<file path="src/rtl/vend_dispense_ctrl.sv">
// Dispense sequencer: runs a product motor for a fixed time, then pays out change
// as 2-unit coins followed by at most one 1-unit coin. One request can be queued
// while a transaction is in flight; anything beyond that is dropped and flagged.
module vend_dispense_ctrl #(
    parameter int unsigned MOTOR_CYCLES = 8,
    parameter int unsigned EJECT_ON     = 2,
    parameter int unsigned EJECT_OFF    = 2
) (
    input  logic       clk,
    input  logic       reset,
    input  logic       vendA,
    input  logic       vendB,
    input  logic [3:0] cambio,
    output logic       motorA,
    output logic       motorB,
    output logic       eject2,
    output logic       eject1,
    output logic       busy,
    output logic       done,
    output logic       overflow
);

    localparam int unsigned CNT_MAX_ME = (MOTOR_CYCLES > EJECT_ON) ? MOTOR_CYCLES : EJECT_ON;
    localparam int unsigned CNT_MAX    = (CNT_MAX_ME > EJECT_OFF) ? CNT_MAX_ME : EJECT_OFF;
    localparam int unsigned CNT_W      = (CNT_MAX > 1) ? $clog2(CNT_MAX) : 1;

    localparam logic [CNT_W-1:0] MOTOR_LAST = CNT_W'(MOTOR_CYCLES - 1);
    localparam logic [CNT_W-1:0] ON_LAST    = CNT_W'(EJECT_ON - 1);
    localparam logic [CNT_W-1:0] OFF_LAST   = CNT_W'(EJECT_OFF - 1);

    typedef enum logic [2:0] {
        StIdle,
        StMotor,
        StPayOn,
        StPayOff,
        StDone
    } state_t;

    state_t           state;
    logic [CNT_W-1:0] cnt;
    logic             cur_prod;   // 0 = product A, 1 = product B
    logic [3:0]       cur_chg;
    logic             pend_vld;
    logic             pend_prod;
    logic [3:0]       pend_chg;

    logic       strobe_any;
    logic       strobe_prod;
    logic       slot_wr;
    logic       slot_prod;
    logic       drop;
    logic       launch;
    logic       launch_prod;
    logic [3:0] launch_chg;

    assign busy = (state != StIdle);

    // Route incoming strobes: start now, park in the pending slot, or drop.
    // In the done cycle a fresh strobe is serviced straight away instead of parking.
    always_comb begin
        strobe_any  = vendA | vendB;
        strobe_prod = ~vendA;          // A wins when both arrive together
        slot_wr     = 1'b0;
        slot_prod   = 1'b1;
        drop        = 1'b0;
        launch      = 1'b0;
        launch_prod = strobe_prod;
        launch_chg  = cambio;
        if (state == StIdle) begin
            slot_wr = vendA & vendB;
            launch  = strobe_any;
        end else if (!pend_vld) begin
            slot_wr   = strobe_any;
            slot_prod = ~vendA;
            drop      = vendA & vendB;
        end else begin
            drop = strobe_any;
        end
        if (state == StDone) begin
            launch      = pend_vld | strobe_any;
            launch_prod = pend_vld ? pend_prod : strobe_prod;
            launch_chg  = pend_vld ? pend_chg : cambio;
        end
    end

    // Main sequencer with registered motor/eject/done outputs.
    always_ff @(posedge clk or negedge reset) begin
        if (!reset) begin
            state     <= StIdle;
            cnt       <= '0;
            cur_prod  <= 1'b0;
            cur_chg   <= 4'd0;
            pend_vld  <= 1'b0;
            pend_prod <= 1'b0;
            pend_chg  <= 4'd0;
            motorA    <= 1'b0;
            motorB    <= 1'b0;
            eject2    <= 1'b0;
            eject1    <= 1'b0;
            done      <= 1'b0;
            overflow  <= 1'b0;
        end else begin
            done <= 1'b0;
            if (drop) begin
                overflow <= 1'b1;
            end
            if (slot_wr && state != StDone) begin
                pend_vld  <= 1'b1;
                pend_prod <= slot_prod;
                pend_chg  <= cambio;
            end
            case (state)
                StIdle, StDone: begin
                    if (state == StDone) begin
                        pend_vld <= 1'b0;
                    end
                    if (launch) begin
                        state    <= StMotor;
                        cnt      <= '0;
                        cur_prod <= launch_prod;
                        cur_chg  <= launch_chg;
                        motorA   <= ~launch_prod;
                        motorB   <= launch_prod;
                    end else begin
                        state <= StIdle;
                    end
                end
                StMotor: begin
                    if (cnt == MOTOR_LAST) begin
                        cnt    <= '0;
                        motorA <= 1'b0;
                        motorB <= 1'b0;
                        if (cur_chg == 4'd0) begin
                            state <= StDone;
                            done  <= 1'b1;
                        end else begin
                            state  <= StPayOn;
                            eject2 <= (cur_chg >= 4'd2);
                            eject1 <= (cur_chg < 4'd2);
                        end
                    end else begin
                        cnt    <= cnt + 1'b1;
                        motorA <= ~cur_prod;
                        motorB <= cur_prod;
                    end
                end
                StPayOn: begin
                    if (cnt == ON_LAST) begin
                        cnt    <= '0;
                        eject2 <= 1'b0;
                        eject1 <= 1'b0;
                        state  <= StPayOff;
                        // Saturating decrement by the denomination just paid
                        if (eject2 && cur_chg >= 4'd2) begin
                            cur_chg <= cur_chg - 4'd2;
                        end else if (cur_chg != 4'd0) begin
                            cur_chg <= cur_chg - 4'd1;
                        end
                    end else begin
                        cnt <= cnt + 1'b1;
                    end
                end
                StPayOff: begin
                    if (cnt == OFF_LAST) begin
                        cnt <= '0;
                        if (cur_chg != 4'd0) begin
                            state  <= StPayOn;
                            eject2 <= (cur_chg >= 4'd2);
                            eject1 <= (cur_chg < 4'd2);
                        end else begin
                            state <= StDone;
                            done  <= 1'b1;
                        end
                    end else begin
                        cnt <= cnt + 1'b1;
                    end
                end
                default: begin
                    state <= StIdle;
                end
            endcase
        end
    end

endmodule

</file>
<file path="config.mk">
export PLATFORM = sky130hd
export DESIGN_NAME = vend_dispense_ctrl
export DESIGN_NICKNAME = d
export VERILOG_FILES = /design/src/rtl/vend_dispense_ctrl.sv
export SDC_FILE = /design/constraint.sdc
export NUM_CORES = 1
export LEC_CHECK = 0
export BUFFER_PORTS_ARGS = -buffer_cell sky130_fd_sc_hd__buf_4
export CAP_MARGIN = 25
export CORE_ASPECT_RATIO = 0.7
export CORE_UTILIZATION = 30
export CTS_BUF_LIST = sky130_fd_sc_hd__clkbuf_8
export CTS_CLUSTER_DIAMETER = 100
export CTS_CLUSTER_SIZE = 16
export DETAILED_ROUTE_END_ITERATION = 6
export GPL_ROUTABILITY_DRIVEN = 0
export GPL_TIMING_DRIVEN = 1
export PLACE_DENSITY_LB_ADDON = 0.05
export SETUP_SLACK_MARGIN = 0.3
export SLEW_MARGIN = 20
export SYNTH_ARGS = -nofsm -noshare
export SYNTH_HDL_FRONTEND = slang
export SYNTH_SLANG_ARGS = --single-unit
</file>
<file path="constraint.sdc">
create_clock -name clk -period 2.4 [get_ports clk]
set_clock_uncertainty 0.2 [all_clocks]
set_input_delay 0.36 -clock clk [delete_from_list [all_inputs] [get_ports clk]]
set_output_delay 0.36 -clock clk [all_outputs]
set_load 0.005 [all_outputs]
</file>
Word level (Yosys, flattened, before mapping)
Index checks and enable logic that the tools add are counted.
{ "totals": {"regBits": 23, "inputBits": 8, "out_inout_bits": 7, "word_cells": 109} }
{ "op_classes": {"addsub": 3, "magnitude_cmp": 2, "eq_ne": 14, "n_mux": 53, "bitwise": 6, "reduce_logical": 18} }
{ "ops": {"columns": ["op", "n"], "rows": [
  ["$mux 1", 31],
  ["$mux 3", 8],
  ["$mux 4", 6],
  ["$ne 2x2->1 const B", 6],
  ["$pmux 3 s4", 1],
  ["$pmux 3 s3", 1],
  ["$reduce_bool 3->1", 3],
  ["$pmux 4 s2", 1],
  ["$eq 3x1->1 const B", 2],
  ["$eq 3x2->1 const B", 2],
  ["$eq 3x3->1 const B", 2],
  ["$ne 3x3->1 const B", 2],
  ["$pmux 1 s2", 3],
  ["$pmux 1 s3", 2],
  ["$reduce_and 2->1", 3],
  ["$reduce_and 6->1", 1],
  ["$ge 4x2->1 const B", 1],
  ["$logic_not 4->1", 1],
  ["$lt 4x2->1 const B", 1],
  ["$reduce_and 4->1", 1],
  ["$reduce_bool 2->1", 2],
  ["$reduce_bool 4->1", 1],
  ["$reduce_or 2->1", 2],
  ["$sub 4x1->4 const B", 1],
  ["other kinds (8)", 12]
]} }

Logic depth before layout (Yosys ltp)
{ "depth": {"word_depth": 7, "depth_mapped": 6, "mapped_depth_nobuf": 6} }

Worst setup path after synthesis
No wires, ideal clock.
{ "synth_timing": {"path_type": "flip-flop to flip-flop", "from": "reg cnt[0]", "to": "reg eject1", "setup_ps": 125, "arrival_time_ps": 1579, "required_ps": 2075, "slack_ps": 497, "path_stages_with_launch": 7, "n_path_buf": 0, "synth_period_minus_slack_ps": 1903, "path_cell_list": "dfrtp_1 > ha_1 > ha_1 > nor2b_1 > a21oi_1 > a211oi_2 > mux2_2"} }
{ "synth_via": {"elab_chain_len": 3, "word_cells_on_any_way": 6, "cone_classes": "5 x eq/ne; 1 x reduce/logical"} }
{ "synth_rtl": {"columns": ["element", "line", "rtl"], "rows": [
  ["start: declaration", "40", "logic [CNT_W-1:0] cnt;"],
  ["start signal: assignment", "142", "cnt <= cnt + 1'b1;"],
  ["start signal: assignment", "160", "cnt <= cnt + 1'b1;"],
  ["start signal: assignment", "175", "cnt <= cnt + 1'b1;"],
  ["$eq 3x1->1 / $eq 3x3->1 (equally long branches)", "148, 164, 129", null],
  ["$ne 2x2->1 (no line)", null, null],
  ["$reduce_and 6->1 (no line) *", null, null],
  ["end signal: assignment", "139", "eject1 <= (cur_chg < 4'd2);"],
  ["end signal: assignment", "169", "eject1 <= (cur_chg < 4'd2);"],
  ["end: declaration", "17", "output logic eject1,"]
]} }
Mark *: on every way between the ends. The rest lies on a longest branch, timed or not.
A chain may end at the register's enable or synchronous reset.

Final worst setup path
{ "layout_timing": {"from": "reg cur_chg[1]", "to": "reg cur_chg[2]"} }
{ "layout_via": {"elab_chain_len": 5, "word_cells_on_any_way": 11, "cone_classes": "2 x add/sub; 1 x order compare; 1 x eq/ne; 4 x mux; 3 x reduce/logical"} }
{ "layout_rtl": {"columns": ["element", "line", "rtl"], "rows": [
  ["start: declaration", "42", "logic [3:0] cur_chg;"],
  ["start signal: assignment", "121", "cur_chg <= launch_chg;"],
  ["start signal: assignment", "155", "cur_chg <= cur_chg - 4'd2;"],
  ["start signal: assignment", "157", "cur_chg <= cur_chg - 4'd1;"],
  ["$sub 4x1->4 / $ge 4x2->1 (equally long branches)", "157, 154", null],
  ["$mux 4 / $logic_and 1x1->1 (equally long branches)", "156, 154", null],
  ["$mux 4", "154", "if (eject2 && cur_chg >= 4'd2) begin"],
  ["$mux 4", "148", "if (cnt == ON_LAST) begin"],
  ["$pmux 4 s2", "112", "case (state)"]
]} }
Parallel ways exist; a longest one is shown, timed or not. The select of a mux whose other input is x is not followed.

==> impl_metrics.toml <==
[worst_setup_path]
endpoint_kind = "register"
crit_type = "reg2reg"
r2r_slack_ps = 370
cp_common_cell = "mux2i_1"
crit_path_max_fanout = 7
startpoint_type = "register"
path_cells = "ha_1 > o41ai_2 > mux2i_1 > o221ai_1 > mux2i_1"
slowest_stage = "o41ai_2"
arrival_ps = 2020
slowest_delay_ps = 530
worst_ep_required_time_ps = 2400

[grt]
grt_pass1_wl_um = 6240
grt_max_degree = 24
antenna_found_initial = 0
grt.total_usage_pct = 15.0
overflow = 0
use_met3_pct = 3.32
grt_pass1_vias = 1202
grt-busiest-layer = "met1"
use_met1_pct = 24.3
grtUsageMet2_pct = 20.0

[synthesis]
syn_nets = 167
ys_seq_elements = 23
synthXorXnorAreaFrac_pct = 0.564
syn_inst = 151
synth_flop_cell = "dfrtp_1"
synthMuxAreaShare_pct = 9.02
synth_top_family_by_area = "compound AO/OA/AOI/OAI gates"
synth_edf_count = 0
synth_cell_types = 53
synth_seq_area_share_pct = 37.0
synth_compound_area_share_pct = 25.6
synth_area_um2 = 1550
yosys_warnings = 0
post_synth.cell_area_avg_um2 = 10.3
yosys.area_share.adder_pct = 7.09
yosys.area_share.simple_pct = 15.7
async_flop_share_pct = 100

[floorplan]
ioPinCount = 15
die_area_um2 = 5480
fp-row-count = 21
die_w_um = 88.0
coreArea_um2 = 4890
die_h_um = 62.2
initial_core_util_pct = 31.8

[layout]
utilization_pct = 37.6
area_growth_pct = 18.2
n_antenna_cell = 0
finalInstanceArea_um2 = 1840
final_common_cell = "buf_4"
nFillCells = 515
final_cell_mix = "buf_4, dfrtp_1, a21oi_1, nor2_1, mux2_2"
final_layout_size_suffix_gt1_share_pct = 29.6
layout.nets = 186

[timing]
hold_slack_ps = 131
slew_headroom_pct = 60.9
grt_setup_unrepaired = "yes"
clock.fmax_mhz = 493
tightest_slew_ps = 586
final_max_slew_viol_count = 0
fin_crit_sh_pct = 84.5
finalSetupTns_ps = 0
setup_viol = 0
post-route-min-period_ps = 2030
hold_viol_final = 0

[detailed_routing]
vias = 1221
ant_nets = 0
firstDrtPassIters = 4
drt-total-wl_um = 3830
wire_per_inst_um = 16.1
viasPerCell = 5.13
first_iter_violations = 99
drc = 0

[clock_tree]
htreeDepth = 1
cts.sinks = 23
clkTransAtPathRegs_ps = 80
cts-root-buf = "clkbuf_8"
cts_made_buffers = 3
clk_latency_ps = 270
cts.path.max_buffers = 2
cts_tree = "built"

[power_and_ir_drop]
p_per_area_nw_per_um2 = 1130
vdd_drop_max_v = 0.000385
leakage_nw = 0.777

[place]
port_buffers = 14
place_area_um2 = 1740
place_hpwl_um = 2860

[outcome]
status = "finished, final reports clean"

[job]
cap_violations = 0

[worst_hold_path]
hold_class = "in2reg"
metal layers:
layer | part of all wire, % | vias to the layer above
met4 | 0.47 | 0
met3 | 3.9 | 2
met2 | 39 | 21
met1 | 57 | 584
met5 | 0 | -
li1 | - | 614
state kept, by name, summed over array words and instances (netlist names):
| register | flops |
|---|---|
| cnt | 3 |
| cur_chg | 4 |
| cur_prod | 1 |
| done | 1 |
| eject1 | 1 |
| eject2 | 1 |
| motorA | 1 |
| motorB | 1 |
| overflow | 1 |
| pend_chg | 4 |
| pend_prod | 1 |
| pend_vld | 1 |
| state | 3 |
worst max-delay path: cells and delay by family (launching register included):
family                   cells  cell delay, ps
multiplexers                 2             400
flip-flops                   1             460
AO/OA/AOI/OAI                2             660
adder cells (fa/ha/maj)      1             240
layout make-up:
type	count	area, um^2	share of cell area [%]
clock buffer	3	41.3	2.25
sequential	23	578	31.5
tap	69	86.3	4.70
clock inverter	1	3.75	0.204
multi-input combinational	113	930	50.6
inverter	6	22.5	1.23
timing repair buffer	23	175	9.54
synth_stat cells, drive strengths merged, types with 2 or more instances:
| library cell | n | area [um^2] |
|---|---|---|
| a211oi | 5 | 60.1 |
| a21o | 2 | 15.0 |
| a21oi | 14 | 70.1 |
| a2bb2oi | 2 | 30.0 |
| buf | 7 | 47.5 |
| clkbuf | 2 | 7.51 |
| dfrtp | 23 | 576 |
| ha | 8 | 100 |
| inv | 6 | 22.5 |
| mux2 | 8 | 90.1 |
| mux2i | 5 | 50.1 |
| nand2 | 6 | 22.5 |
| nand2b | 5 | 31.3 |
| nor2 | 10 | 47.6 |
| nor3 | 3 | 15.0 |
| nor3b | 4 | 35.0 |
| o2111a | 2 | 22.5 |
| o21ai | 6 | 30.0 |
| o221ai | 2 | 17.5 |
| o22a | 2 | 17.5 |
| o22ai | 3 | 18.8 |
| or2 | 3 | 21.3 |
| or3b | 2 | 17.5 |
worst paths after layout:
check                           start          end  cells after the start
hold reg to reg              overflow     overflow                      1
setup / recovery           cur_chg[1]   cur_chg[2]                      5
min in group asynchronous       reset       eject1                      2
max in group asynchronous       reset   cur_chg[1]                      2
hold / removal              cambio[1]  pend_chg[1]                      2
setup reg to reg           cur_chg[1]   cur_chg[2]                      5
power by group:
group / switching, W / internal (W)
combinational: 0.000553 / 0.000548
sequential: 0.000187 / 0.000538
clock: 0.000131 / 0.000115
total: 0.000871 / 0.00120
what timing repair did:
action | 4_1_cts | 5_1_grt
hold buffers | 1 | 0
gates resized for setup | 2 | 6
endpoints found under the hold margin | 23 | 0
setup endpoints to repair | 2 | 5
buffers inserted | 0 | 1
pin swaps | 1 | 1
gates cloned | 0 | 0
per-stage QoR:
stage,cells,worst slack [ps],total power [W]
global route,238,280,0.00224
CTS,237,315,0.00205
finish,238,373,0.00207
global placement,232,257,0.00177
floorplan,151,497,0.00147
detailed placement,232,248,0.00179
kinds of logic after synthesis:
logic type,Yosys count
DFF,23
adders and majority gates,9
buffers and inverters,15
and+or+nand+nor,40
muxes,13
AOI/OAI and AO/OA,50
xor gates and xnor gates,1
Power figures use the tool's default switching activity.
